--- config.mk ---
export PLATFORM = sky130hd
export DESIGN_NAME = pipe_stage_reg_flat
export DESIGN_NICKNAME = d
export VERILOG_FILES = /design/src/rtl/pipe_stage_reg_pkg.sv /design/src/rtl/pipe_stage_reg_if.sv /design/src/rtl/pipe_stage_reg_slot.sv /design/src/rtl/pipe_stage_reg.sv /design/src/flat_wrapper.sv
export SDC_FILE = /design/constraint.sdc
export NUM_CORES = 1
export LEC_CHECK = 0
export ABC_CLOCK_PERIOD_IN_PS = 3400
export CAP_MARGIN = 20
export CORE_ASPECT_RATIO = 1.1
export CORE_MARGIN = 3
export CORE_UTILIZATION = 37
export CTS_CLUSTER_SIZE = 8
export DETAILED_ROUTE_END_ITERATION = 8
export PLACE_DENSITY_LB_ADDON = 0.15
export SLEW_MARGIN = 20
export SYNTH_ARGS = -nofsm -noshare
export SYNTH_HDL_FRONTEND = slang
export SYNTH_SLANG_ARGS = --single-unit
--- constraint.sdc ---
create_clock -name clk -period 3.4 [get_ports clk]
set_clock_uncertainty 0.1 [all_clocks]
set_input_delay 0.51 -clock clk [delete_from_list [all_inputs] [get_ports clk]]
set_output_delay 0.51 -clock clk [all_outputs]
set_load 0.05 [all_outputs]
--- src/rtl/pipe_stage_reg_pkg.sv ---
// Shared types and constants for the pipe_stage_reg stage register.
// Optional statistics counters are built when PIPE_STAGE_STAT_EN is defined.
package pipe_stage_reg_pkg;

  localparam logic [31:0] INST_NOP = 32'h0000_0013;  // addi x0,x0,0
  localparam int          REG_BUS_W = 32;

  typedef logic [REG_BUS_W-1:0] reg_bus_t;

  typedef enum logic [1:0] {
    PSTG_EMPTY = 2'd0,
    PSTG_ONE   = 2'd1,
    PSTG_FULL  = 2'd2
  } pstg_state_e;

endpackage

--- src/rtl/pipe_stage_reg_if.sv ---
// Handshake, control and statistics bundle for pipe_stage_reg.
// master = surrounding pipeline (drives payload, ready, hold, flush); slave = stage.
interface pipe_stage_reg_if #(
  parameter int DATA_W = 32,
  parameter int PC_W   = 32
);
  import pipe_stage_reg_pkg::*;

  logic              up_valid_i;
  logic              up_ready_o;
  logic [PC_W-1:0]   up_pc_i;
  logic [DATA_W-1:0] up_data_i;
  logic              dn_valid_o;
  logic              dn_ready_i;
  logic [PC_W-1:0]   dn_pc_o;
  logic [DATA_W-1:0] dn_data_o;
  logic              hold_i;
  logic              flush_i;
  reg_bus_t          stall_cnt_o;
  reg_bus_t          flush_cnt_o;

  modport master (
    output up_valid_i, up_pc_i, up_data_i, dn_ready_i, hold_i, flush_i,
    input  up_ready_o, dn_valid_o, dn_pc_o, dn_data_o, stall_cnt_o, flush_cnt_o
  );

  modport slave (
    input  up_valid_i, up_pc_i, up_data_i, dn_ready_i, hold_i, flush_i,
    output up_ready_o, dn_valid_o, dn_pc_o, dn_data_o, stall_cnt_o, flush_cnt_o
  );

endinterface

--- src/rtl/pipe_stage_reg_slot.sv ---
// One storage entry (valid, pc, data) of the stage register.
// flush and reset empty the entry and zero its pc; clear empties it but keeps pc.
module pipe_stage_reg_slot #(
  parameter int                DATA_W     = 32,
  parameter int                PC_W       = 32,
  parameter logic [DATA_W-1:0] BUBBLE_VAL = '0
) (
  input  logic              clk,
  input  logic              rst_n,
  input  logic              flush,
  input  logic              load,
  input  logic              clear,
  input  logic [PC_W-1:0]   d_pc,
  input  logic [DATA_W-1:0] d_data,
  output logic              valid,
  output logic [PC_W-1:0]   pc,
  output logic [DATA_W-1:0] data
);

  always_ff @(posedge clk) begin
    if (!rst_n || flush) begin
      valid <= 1'b0;
      pc    <= '0;
      data  <= BUBBLE_VAL;
    end else if (load) begin
      valid <= 1'b1;
      pc    <= d_pc;
      data  <= d_data;
    end else if (clear) begin
      valid <= 1'b0;
      data  <= BUBBLE_VAL;
    end
  end

endmodule

--- src/rtl/pipe_stage_reg.sv ---
// Pipeline stage register: valid/ready handshake, 2-entry skid buffer, hold and flush.
// Define PIPE_STAGE_STAT_EN to build the saturating stall/flush event counters.
module pipe_stage_reg
  import pipe_stage_reg_pkg::*;
#(
  parameter int                DATA_W     = 32,
  parameter int                PC_W       = 32,
  parameter logic [DATA_W-1:0] BUBBLE_VAL = INST_NOP[DATA_W-1:0]
) (
  input logic             clk,
  input logic             rst_n,
  pipe_stage_reg_if.slave bus
);

  pstg_state_e       state_q, state_d;
  logic              main_valid, skid_valid;
  logic [PC_W-1:0]   main_pc, skid_pc;
  logic [DATA_W-1:0] main_data, skid_data;
  logic              up_ready, dn_valid, fire_in, fire_out;
  logic              main_load, main_from_skid, main_clear, skid_load, skid_clear;
  logic [PC_W-1:0]   main_d_pc;
  logic [DATA_W-1:0] main_d_data;

  // Ready depends only on registered skid occupancy and hold, never on dn_ready.
  assign up_ready = !skid_valid && !bus.hold_i;
  assign dn_valid = main_valid && !bus.hold_i;
  assign fire_in  = bus.up_valid_i && up_ready;
  assign fire_out = dn_valid && bus.dn_ready_i;

  assign bus.up_ready_o = up_ready;
  assign bus.dn_valid_o = dn_valid;
  assign bus.dn_pc_o    = main_pc;
  assign bus.dn_data_o  = main_data;

  always_ff @(posedge clk) begin
    if (!rst_n) state_q <= PSTG_EMPTY;
    else        state_q <= state_d;
  end

  always_comb begin
    state_d        = state_q;
    main_load      = 1'b0;
    main_from_skid = 1'b0;
    main_clear     = 1'b0;
    skid_load      = 1'b0;
    skid_clear     = 1'b0;
    if (bus.flush_i) begin
      state_d = PSTG_EMPTY;
    end else begin
      case (state_q)
        PSTG_EMPTY: begin
          if (fire_in) begin
            state_d   = PSTG_ONE;
            main_load = 1'b1;
          end
        end
        PSTG_ONE: begin
          if (fire_in && fire_out) begin
            main_load = 1'b1;
          end else if (fire_out) begin
            state_d    = PSTG_EMPTY;
            main_clear = 1'b1;
          end else if (fire_in) begin
            state_d   = PSTG_FULL;
            skid_load = 1'b1;
          end
        end
        PSTG_FULL: begin
          if (fire_out) begin
            state_d        = PSTG_ONE;
            main_load      = 1'b1;
            main_from_skid = 1'b1;
            skid_clear     = 1'b1;
          end
        end
        default: state_d = PSTG_EMPTY;
      endcase
    end
  end

  assign main_d_pc   = main_from_skid ? skid_pc   : bus.up_pc_i;
  assign main_d_data = main_from_skid ? skid_data : bus.up_data_i;

  pipe_stage_reg_slot #(.DATA_W(DATA_W), .PC_W(PC_W), .BUBBLE_VAL(BUBBLE_VAL)) u_main (
    .clk    (clk),
    .rst_n  (rst_n),
    .flush  (bus.flush_i),
    .load   (main_load),
    .clear  (main_clear),
    .d_pc   (main_d_pc),
    .d_data (main_d_data),
    .valid  (main_valid),
    .pc     (main_pc),
    .data   (main_data)
  );

  pipe_stage_reg_slot #(.DATA_W(DATA_W), .PC_W(PC_W), .BUBBLE_VAL(BUBBLE_VAL)) u_skid (
    .clk    (clk),
    .rst_n  (rst_n),
    .flush  (bus.flush_i),
    .load   (skid_load),
    .clear  (skid_clear),
    .d_pc   (bus.up_pc_i),
    .d_data (bus.up_data_i),
    .valid  (skid_valid),
    .pc     (skid_pc),
    .data   (skid_data)
  );

`ifdef PIPE_STAGE_STAT_EN
  reg_bus_t stall_cnt_q, flush_cnt_q;

  function automatic reg_bus_t sat_inc(input reg_bus_t v);
    return (v == '1) ? v : v + 32'd1;
  endfunction

  always_ff @(posedge clk) begin
    if (!rst_n) begin
      stall_cnt_q <= '0;
      flush_cnt_q <= '0;
    end else begin
      if (dn_valid && !bus.dn_ready_i) stall_cnt_q <= sat_inc(stall_cnt_q);
      if (bus.flush_i)                 flush_cnt_q <= sat_inc(flush_cnt_q);
    end
  end

  assign bus.stall_cnt_o = stall_cnt_q;
  assign bus.flush_cnt_o = flush_cnt_q;
`else
  assign bus.stall_cnt_o = '0;
  assign bus.flush_cnt_o = '0;
`endif

endmodule

--- src/flat_wrapper.sv ---
// flat-port wrapper written by rule: the top's interface ports become plain ports
module pipe_stage_reg_flat import pipe_stage_reg_pkg::*;
#(
  parameter int                DATA_W     = 32,
  parameter int                PC_W       = 32,
  parameter logic [DATA_W-1:0] BUBBLE_VAL = INST_NOP[DATA_W-1:0]
)
  (clk, rst_n, bus_up_valid_i, bus_up_pc_i, bus_up_data_i, bus_dn_ready_i, bus_hold_i, bus_flush_i, bus_up_ready_o, bus_dn_valid_o, bus_dn_pc_o, bus_dn_data_o, bus_stall_cnt_o, bus_flush_cnt_o);
  pipe_stage_reg_if #(.DATA_W(DATA_W), .PC_W(PC_W)) bus_i ();
  input logic clk;
  input logic rst_n;
  input wire logic [$bits(bus_i.up_valid_i)-1:0] bus_up_valid_i;
  input wire logic [$bits(bus_i.up_pc_i)-1:0] bus_up_pc_i;
  input wire logic [$bits(bus_i.up_data_i)-1:0] bus_up_data_i;
  input wire logic [$bits(bus_i.dn_ready_i)-1:0] bus_dn_ready_i;
  input wire logic [$bits(bus_i.hold_i)-1:0] bus_hold_i;
  input wire logic [$bits(bus_i.flush_i)-1:0] bus_flush_i;
  output wire logic [$bits(bus_i.up_ready_o)-1:0] bus_up_ready_o;
  output wire logic [$bits(bus_i.dn_valid_o)-1:0] bus_dn_valid_o;
  output wire logic [$bits(bus_i.dn_pc_o)-1:0] bus_dn_pc_o;
  output wire logic [$bits(bus_i.dn_data_o)-1:0] bus_dn_data_o;
  output wire logic [$bits(bus_i.stall_cnt_o)-1:0] bus_stall_cnt_o;
  output wire logic [$bits(bus_i.flush_cnt_o)-1:0] bus_flush_cnt_o;
  assign bus_i.up_valid_i = bus_up_valid_i;
  assign bus_i.up_pc_i = bus_up_pc_i;
  assign bus_i.up_data_i = bus_up_data_i;
  assign bus_i.dn_ready_i = bus_dn_ready_i;
  assign bus_i.hold_i = bus_hold_i;
  assign bus_i.flush_i = bus_flush_i;
  assign bus_up_ready_o = bus_i.up_ready_o;
  assign bus_dn_valid_o = bus_i.dn_valid_o;
  assign bus_dn_pc_o = bus_i.dn_pc_o;
  assign bus_dn_data_o = bus_i.dn_data_o;
  assign bus_stall_cnt_o = bus_i.stall_cnt_o;
  assign bus_flush_cnt_o = bus_i.flush_cnt_o;
  pipe_stage_reg #(.DATA_W(DATA_W), .PC_W(PC_W), .BUBBLE_VAL(BUBBLE_VAL)) u_core (.clk(clk), .rst_n(rst_n), .bus(bus_i));
endmodule
==> flow_summary.ini <==
[cts]
buffer_count_from_post_cts_setup_fixing = 0
tritoncts_num_sinks = 132
cts_buf_count = 17
cts_tree = yes
ctsHoldBuffers = 0
cts.repair.resized = 0
max-clock-path-buffers = 2
clock_tree.root_cell = clkbuf_16
path_clk_slew_ns = 0.06
cts_htree_levels = 4
clock_insertion_delay_worst_skew_ns = 0.42

[synth]
synthesized_area_fraction_occupied_by_ao_oa_aoi_and_oai_cells_pct = 21.08
syn_avg_cell_area_um2 = 7.850
synth.yosys.seq_area_share_pct = 42.55
main_combinational_cell_family_by_area_after_synthesis = simple AND/OR/NAND/NOR gates
synth.mux.area_fraction_pct = 0.1612
synth_warnings = 0
synth_area_um2 = 6210
post_synth_inst_count = 791
synth_simple_gate_area_share_pct = 23.09
flops_latches_synth = 132
netlist-cell-type-count = 34
yosys.area_share.adder_pct = 0
post_synth_xor_xnor_area_pct = 0

[worst_setup_path]
crit_type = in -> out
crit_path_max_fanout = 8
crit_chain = clkdlybuf4s50_1 > nor2b_1 > clkdlybuf4s50_1
cp_slowest_stage_delay_ns = 0.84
timing.critical_path.arrival_ns = 2.02
cp_slowest_cell = clkdlybuf4s50_1
timing.critical_path.to_type = output port
worstSetupStartpointType = input port
most_common_cell_type_on_the_critical_path = clkdlybuf4s50_1
path_buf_inv = 2
crit_required_ns = 2.79
timing.critical_path.max_delay_family = buffers and inverters

[routing]
routed_via_density = 5.157
drt-pass1-iter-count = 5
remaining_drc_errors = 0
1st_iter_drt_viols = 390
detail-route-antenna-nets = 0
wire_per_inst_um = 15.79
finalWirelength_um = 17480
detailroute.via_count = 5709

[grt]
grt_pass1_vias = 5292
antenna_found_initial = 0
grt_use_total_pct = 18.76
grt_remaining_overflow = 0
grt_start_max_net_pins = 65
grt_first_pass_wirelength_um = 27690

[placement]
place.port_buffers = 135
placed_area_um2 = 7477
place_hpwl_um = 10750
post-place-ws_ns = 0.4002
routabilityCongestion = 0.7354
dp.cells = 1075

[timing]
hold_viol = 0
post-route-worst-setup-slack_ns = 0.7744
final.setup.tns_ns = 0
max_slew.worst_pin.slew_ns = 0.8189
post-route-min-period_ns = 2.626
timing.max_slew.rel_slack_pct = 45.40
rsz_0062_raised_after_global_routing = false
final-max-slew-violation-count = 0
period_share_pct = 77.22
finalSetupViolations = 0
max_freq_ghz = 0.3809

[final_layout]
final.fill_count = 1613
fin_area_um2 = 8182
total_nets_final = 960
area_delta_synth_final_pct = 31.76
diodes = 0
count_of_placed_standard_cells_in_the_final_layout_fillers_left_out = 1107
drive_above_1_share_pct = 7.309

[die]
die-width_um = 129.5
die_area_um2 = 18380
start_util_pct = 37.79
io_pins = 200
die_h_um = 141.9
rows = 49
core_area_um2 = 16430

[pwr]
pwr_density_cell_nw_per_um2 = 515.6
p_total_uw = 4219
power.leakage_uw = 0.002794
max-vdd-ir-drop_mv = 0.3136

[worst_hold_path]
worstHoldPathType = reg -> reg

[job]
maxCapViolCount = 0

[outcome]
outcome = complete, no violations
-- placed cells by master (no fill, tap or decap), types with 2 or more instances in the layout --
master           instances
a21oi_1                 96
a2bb2o_1                29
a311oi_1                33
buf_12                   2
buf_4                   20
bufinv_16                7
clkbuf_16               17
clkbuf_8                 2
clkdlybuf4s50_1        135
clkinv_2                 3
clkinv_4                 2
conb_1                  64
dfxtp_1                132
nand2_1                158
nand3_1                 89
nor2_1                   7
nor2b_1                  4
nor3_1                  43
o21a_1                   2
o21ai_0                 34
o22a_1                   3
-- synth_stat cells, drive strengths merged --
master,count,area (um^2)
nor4b,1,8.760
nor3,44,220.2
a2111oi,1,27.53
nor2,8,32.54
nand3b,1,7.510
a311oi,33,289.0
or4,1,7.510
o22a,3,26.28
nand2,159,596.8
and4b,1,10.01
and3b,1,8.760
nand2b,2,12.51
o21a,2,15.01
o21ai,36,180.2
buf,85,604.3
nand3,89,445.4
nor4,1,12.51
mux2i,1,10.01
a21oi,96,480.5
a2bb2o,29,290.3
conb,1,3.750
or2,1,6.260
clkbuf,55,206.5
nor3b,2,20.02
or3b,2,20.02
dfxtp,132,2643
nor2b,4,25.02
-- tightest hold or removal path, delay by kind of cell, from the launching register on --
family          cells  cell delay, ns
flops               1            0.31
simple gates        1            0.05
compound gates      1            0.05
-- cells by family after synthesis --
| kind of cell | Yosys count |
|---|---|
| flops | 132 |
| mux | 1 |
| compound gates | 200 |
| simple gates | 317 |
| buf+inv | 140 |
| other cells | 1 |
-- routing by layer --
metal  part of all wire, %  global-route usage, %  up-vias  wire, um
met1                    46                  25.55     2672      8001
met2                    47                  29.64      174      8278
met5                     0                      0        -         0
li1                      -                      -     2847         -
met3                   5.4                  4.292       16       949
met4                   1.4                  5.744        0       246
-- path summary, 6_finish.rpt --
kind | end | depth (start not counted) | startpoint | slack, ns
min | u_core.u_skid.pc[8] | 2 | u_core.u_skid.pc[8] | 0.35
max reg2reg | u_core.u_main.data[18] | 5 | u_core.state_q[1] | 1.08
max | bus_dn_valid_o | 3 | bus_hold_i | 0.77
min reg2reg | u_core.u_skid.pc[8] | 2 | u_core.u_skid.pc[8] | 0.35
-- layout make-up --
| class | count | area, um^2 | share of cell area (%) |
|---|---|---|---|
| multi-input combinational | 582 | 3038 | 37.13 |
| sequential | 132 | 2643 | 32.30 |
| timing repair buffer | 157 | 1541 | 18.84 |
| tap | 204 | 255.2 | 3.120 |
| clock inverter | 13 | 251.5 | 3.074 |
| clock buffer | 19 | 452.9 | 5.536 |
-- sequential cells by signal, indices dropped and copies added, names as in the netlist --
| signal | cells |
|---|---|
| u_core.u_skid.data | 32 |
| u_core.u_skid.valid | 1 |
| u_core.u_skid.pc | 32 |
| u_core.u_main.data | 32 |
| u_core.u_main.pc | 32 |
| u_core.state_q | 2 |
| u_core.u_main.valid | 1 |
-- power breakdown --
group	total (uW)	internal, uW	leakage (uW)	switching (uW)
registers	1570	1560	0.00107	10.5
logic	461	138	0.00138	322
clock network	2180	1490	0.000347	695
total	4220	3190	0.00279	1030
-- per-stage QoR --
stage,hold slack (ns),util [%]
final,0.3540,49.79
after floorplan,0.3366,-
after CTS,0.3552,49.79
after detailed placement,0.3470,45.51
after global placement,0.3433,45.51
after global routing,0.3675,49.79
(Power assumes the default switching activity.)
==> patch 1: new RTL, same flow settings <==
`DATA_W` is set to 32 in 4 places; all go to 16.
--- a/src/rtl/pipe_stage_reg_if.sv
+++ b/src/rtl/pipe_stage_reg_if.sv
@@ -2,5 +2,5 @@
 // master = surrounding pipeline (drives payload, ready, hold, flush); slave = stage.
 interface pipe_stage_reg_if #(
-  parameter int DATA_W = 32,
+  parameter int DATA_W = 16,
   parameter int PC_W   = 32
 );
--- a/src/rtl/pipe_stage_reg_slot.sv
+++ b/src/rtl/pipe_stage_reg_slot.sv
@@ -2,5 +2,5 @@
 // flush and reset empty the entry and zero its pc; clear empties it but keeps pc.
 module pipe_stage_reg_slot #(
-  parameter int                DATA_W     = 32,
+  parameter int                DATA_W     = 16,
   parameter int                PC_W       = 32,
   parameter logic [DATA_W-1:0] BUBBLE_VAL = '0
--- a/src/rtl/pipe_stage_reg.sv
+++ b/src/rtl/pipe_stage_reg.sv
@@ -4,5 +4,5 @@
   import pipe_stage_reg_pkg::*;
 #(
-  parameter int                DATA_W     = 32,
+  parameter int                DATA_W     = 16,
   parameter int                PC_W       = 32,
   parameter logic [DATA_W-1:0] BUBBLE_VAL = INST_NOP[DATA_W-1:0]
--- a/src/flat_wrapper.sv
+++ b/src/flat_wrapper.sv
@@ -2,5 +2,5 @@
 module pipe_stage_reg_flat import pipe_stage_reg_pkg::*;
 #(
-  parameter int                DATA_W     = 32,
+  parameter int                DATA_W     = 16,
   parameter int                PC_W       = 32,
   parameter logic [DATA_W-1:0] BUBBLE_VAL = INST_NOP[DATA_W-1:0]
Interface: changed (resized bus_dn_data_o and bus_up_data_i); port bits go from 200 to 168. The function was not compared with the original's and may differ.
==> patch 1 against the unedited design <==
Setup slack got worse by 45 ps. Sequential cell count down 32. Area after synthesis fell by 29%. Design area fell by 32%. Clock power is 56% lower. Routed wire length shrank 38%. Die area down 28%. Total power shrank 38%.
==> patch 1: results (changes against the unedited design) <==
seq pwr=1.20 mW (-24%); DP Cell Count=738 (-31%); Post-synth top cells=dfxtp_1, nand2_1, buf_4; Pint=1.834 mW (-43%); largest net degree at the start of global routing=36 (-45%); worst hold endpoint=u_core.u_skid.pc[0]; Cell Area, Placed=5288 sq um (-29%); critical path arrival=2060 ps (+40 ps); Worst path max stage delay=790 ps (-50 ps); critical path peak fanout=7 (-1); GRT Overall Usage=0.1635 (-0.02411); I/O Buffers=103 (-24%); Area contributors post-synth=dfxtp_1, buf_4, a21oi_1, nand2_1, o221ai_1; R2R setup slack=1420 ps (+340 ps); H-tree lvl count=3 (-1); nets=653 (-32%); drt initial violations=177 (-55%); hold path startpoint=u_core.u_skid.pc[0]; sequential cell area fraction in the yosys report=0.4548 (+0.02925); hpwl dp=7289 microns (-32%); Worst-Margin Slew=825.8 ps (+6.897 ps); pre-CTS WS=646.3 ps (+246.1 ps); Routed WL=10920 microns (-38%); vias in the first global route=3484 (-34%); Yosys cell types=43 (+26%); hold_ws=360.0 ps (+5.915 ps); mean post-synth cell area=8.547 sq um (+8.9%); vias after detailed routing=3698 (-35%); Worst VDD drop=0.2426 mV (-23%); status=complete, no violations; share of layout cells above drive strength 1=0.07616 (+0.003069); R2R Path End=u_core.u_main.pc[2]; first-pass GRT wire length=17420 microns (-37%)
==> patch 1: how the worst max path moves through the flow <==
| stage | cells past startpoint | slack, ps | endpoint |
|---|---|---|---|
| after floorplan | 5 | 1540 | u_core.u_main.data[10] |
| after CTS | 3 | 720 | bus_dn_valid_o |
| final | 3 | 730 | bus_dn_valid_o |
| after detailed placement | 6 | 650 | u_core.u_main.pc[5] |
| after global placement | 6 | 720 | u_core.u_main.pc[5] |
| after global routing | 3 | 680 | bus_dn_valid_o |
==> patch 1: metal layers <==
metal	global-route usage	up-vias	part of all wire	wire length [microns]
met2	0.2686	114	0.48	5283
met1	0.2112	1732	0.43	4720
met3	0.04378	11	0.072	785
li1	-	1841	-	-
met4	0.04209	0	0.012	130
met5	0	-	0	0
==> patch 1: logic make-up after synthesis <==
group,share of synthesized area
AND/OR/NAND/NOR,0.1578
AO/OA/AOI/OAI,0.2234
buffers and inverters,0.1609
flip-flops,0.4548
multiplexers,0.002274
other,0.0008519
==> patch 1: layout make-up <==
| type | instances | area, sq um | share of cell area |
|---|---|---|---|
| clock inverter | 4 | 32.53 | 0.005844 |
| clock buffer | 12 | 246.5 | 0.04428 |
| multi-input combinational | 366 | 1938 | 0.3482 |
| tap | 150 | 187.7 | 0.03372 |
| inverter | 7 | 26.28 | 0.004720 |
| sequential | 100 | 2002 | 0.3596 |
| timing repair buffer | 115 | 1134 | 0.2036 |
==> patch 1: worst max-delay path: cells and delay by family <==
family / cells / cell delay, ps
buffers and inverters: 2 / 1310
AND/OR/NAND/NOR: 1 / 240
==> patch 2: new RTL, same settings <==
Without the edit above. Add a define of `PIPE_STAGE_STAT_EN`.
--- a/src/rtl/pipe_stage_reg.sv
+++ b/src/rtl/pipe_stage_reg.sv
@@ -1,4 +1,6 @@
 // Pipeline stage register: valid/ready handshake, 2-entry skid buffer, hold and flush.
 // Define PIPE_STAGE_STAT_EN to build the saturating stall/flush event counters.
+`define PIPE_STAGE_STAT_EN
+
 module pipe_stage_reg
   import pipe_stage_reg_pkg::*;
Check against the original RTL: not equivalent (a bounded check fails within 4 cycles, from zero or initial values and one cycle with rst_n low).
==> patch 2 against the unedited design <==
Design area rose by 38%. Area after synthesis up 35%. Total power rose by 9.8%. Sequential cell count grew 64. Setup slack got worse by 160 ps. Global-route usage decreased by 0.20 points. Final cell count rose by 34%. Routed wire length grew 31%. Via count grew 36%. Critical endpoint is now bus_up_ready_o. Largest power group is now registers.
==> patch 2: results (changes against the unedited design) <==
vias in the first global route=7208 (+36%); Post-Layout Cell Count=1480 (+34%); XOR/XNOR share of the synthesized area=0.01982 (+0.01982); GRT Overall Usage=0.1856 (-0.002028); Compound-Gate Fraction of Synth Area=0.1754 (-0.03540); mean post-synth cell area=8.390 sq um (+6.9%); largest net degree at the start of global routing=55 (-15%); R2R setup slack=730 ps (-350 ps); asr flop ratio synth=0 (unchanged); clk_lat worst skew=430 ps; reg2reg path depth=6 (+1); hold path startpoint=u_core.u_main.data[0]; Final setup viols=0 (unchanged); Reg2Reg Launch Point=u_core.bus.stall_cnt_o[0]; max_slew headroom=0.4864 (+0.03240); first-pass GRT wire length=37200 microns (+34%); nets=1244 (+30%); YS warnings=0 (unchanged); Worst-path clk slew=70 ps; Worst VDD drop=0.3172 mV (+1.1%); Yosys cell types=57 (+68%); syn_nets=1073; drt initial violations=336 (-14%); post-CTS sizing=0 (unchanged); DP Cell Count=1448 (+35%); sequential cell area fraction in the yosys report=0.4672 (+0.04167); drt first pass iters=5 (unchanged); worst hold endpoint=u_core.u_main.data[0]; # DRC=0 (unchanged); mux cell area share after synthesis=0.04544 (+0.04383); I/O Buffers=199 (+47%); status=complete, no violations; placer congestion estimate=0.8117 (+10%); CTS root buffer=clkbuf_16; H-tree lvl count=4 (unchanged); Setup Fix Bufs, Post-CTS=0 (unchanged); vias after detailed routing=7743 (+36%); critical path peak fanout=7 (-1); Static Leak=3.863 nW (+38%); initial antenna violation count=0 (unchanged); Post-synth top cells=dfxtp_1, nand2_1, a21oi_1; hpwl dp=15360 microns (+43%); hold_ws=347.7 ps (-6.360 ps); critical path arrival=2170 ps (+150 ps); Antenna diodes=0 (unchanged); Routed WL=22820 microns (+31%); Area contributors post-synth=dfxtp_1, nand2_1, a21oi_1, mux2i_1, a311oi_1; R2R Path End=u_core.bus.stall_cnt_o[22]; Worst Hold Class=reg2reg; total CTS buffers=17 (unchanged); share of layout cells above drive strength 1=0.06245 (-0.01064); Cells on Worst Hold Path=2 (unchanged); area share of fa/ha/maj cells after synthesis=0.002980 (+0.002980)
==> patch 2: cell count changes in the layout (fill, tap and decap cells not counted), sizes merged, moves of 36 or more <==
cell / delta
nor2: +55
dfxtp: +64
nand3: -36
conb: -64
nand2: +36
clkdlybuf4s50: +64
mux2i: +36
or3: +36
==> patch 2: power breakdown <==
part / internal (mW) / total, mW / switching [mW]
Combinational: 0.141 / 0.329 / 0.188
Sequential: 2.31 / 2.33 / 0.0142
Clock: 0.998 / 1.97 / 0.977
Total: 3.45 / 4.63 / 1.18
==> patch 2: through the flow <==
stage	worst slack (ps)	instance area, sq um
after floorplan	724.2	8398
after global placement	448.0	10730
after detailed placement	388.2	10730
after CTS	660.2	11310
after global routing	522.5	11310
final	618.0	11310
==> patch 2: critical path: stages <==
cell and delay, ps:
clkdlybuf4s50_1 570, nor2_1 250, clkdlybuf4s50_1 840
==> patch 2: layer usage <==
layer  GRT usage  share of wire  vias to the layer above
met1      0.2523           0.46                     3609
met3     0.04139          0.058                       24
met2      0.2944           0.46                      185
met4     0.05909          0.019                        0
met5           0              0                        -
li1            -              -                     3925
==> patch 2: worst max path at each step <==
stage | from | to | slack, ps | cells past startpoint
5_1_grt | u_core.bus.stall_cnt_o[0] | u_core.bus.stall_cnt_o[22] | 520 | 6
3_3_place_gp | bus_hold_i | u_core.bus.stall_cnt_o[31] | 450 | 6
4_1_cts | bus_hold_i | bus_up_ready_o | 660 | 3
6_report | bus_hold_i | bus_up_ready_o | 620 | 3
2_1_floorplan | u_core.bus.stall_cnt_o[0] | u_core.bus.stall_cnt_o[22] | 720 | 6
3_5_place_dp | bus_hold_i | u_core.bus.stall_cnt_o[31] | 390 | 6
==> patch 2: kinds of logic (layout without fill, tap and decap cells) <==
group,count (synthesis),after routing
AO/OA/AOI/OAI,228,228
XOR/XNOR,19,19
adder cells (fa/ha/maj),2,2
buffers and inverters,79,263
flip-flops,196,196
multiplexers,38,38
AND/OR/NAND/NOR,439,439
==> patch 2: layout make-up <==
type / instances / area [sq um]
inverter: 13 / 48.80
timing repair buffer: 218 / 2185
multi-input combinational: 726 / 4200
tap: 295 / 369.1
sequential: 196 / 3924
clock inverter: 14 / 142.6
clock buffer: 18 / 439.2
fill: 2146 / 10870
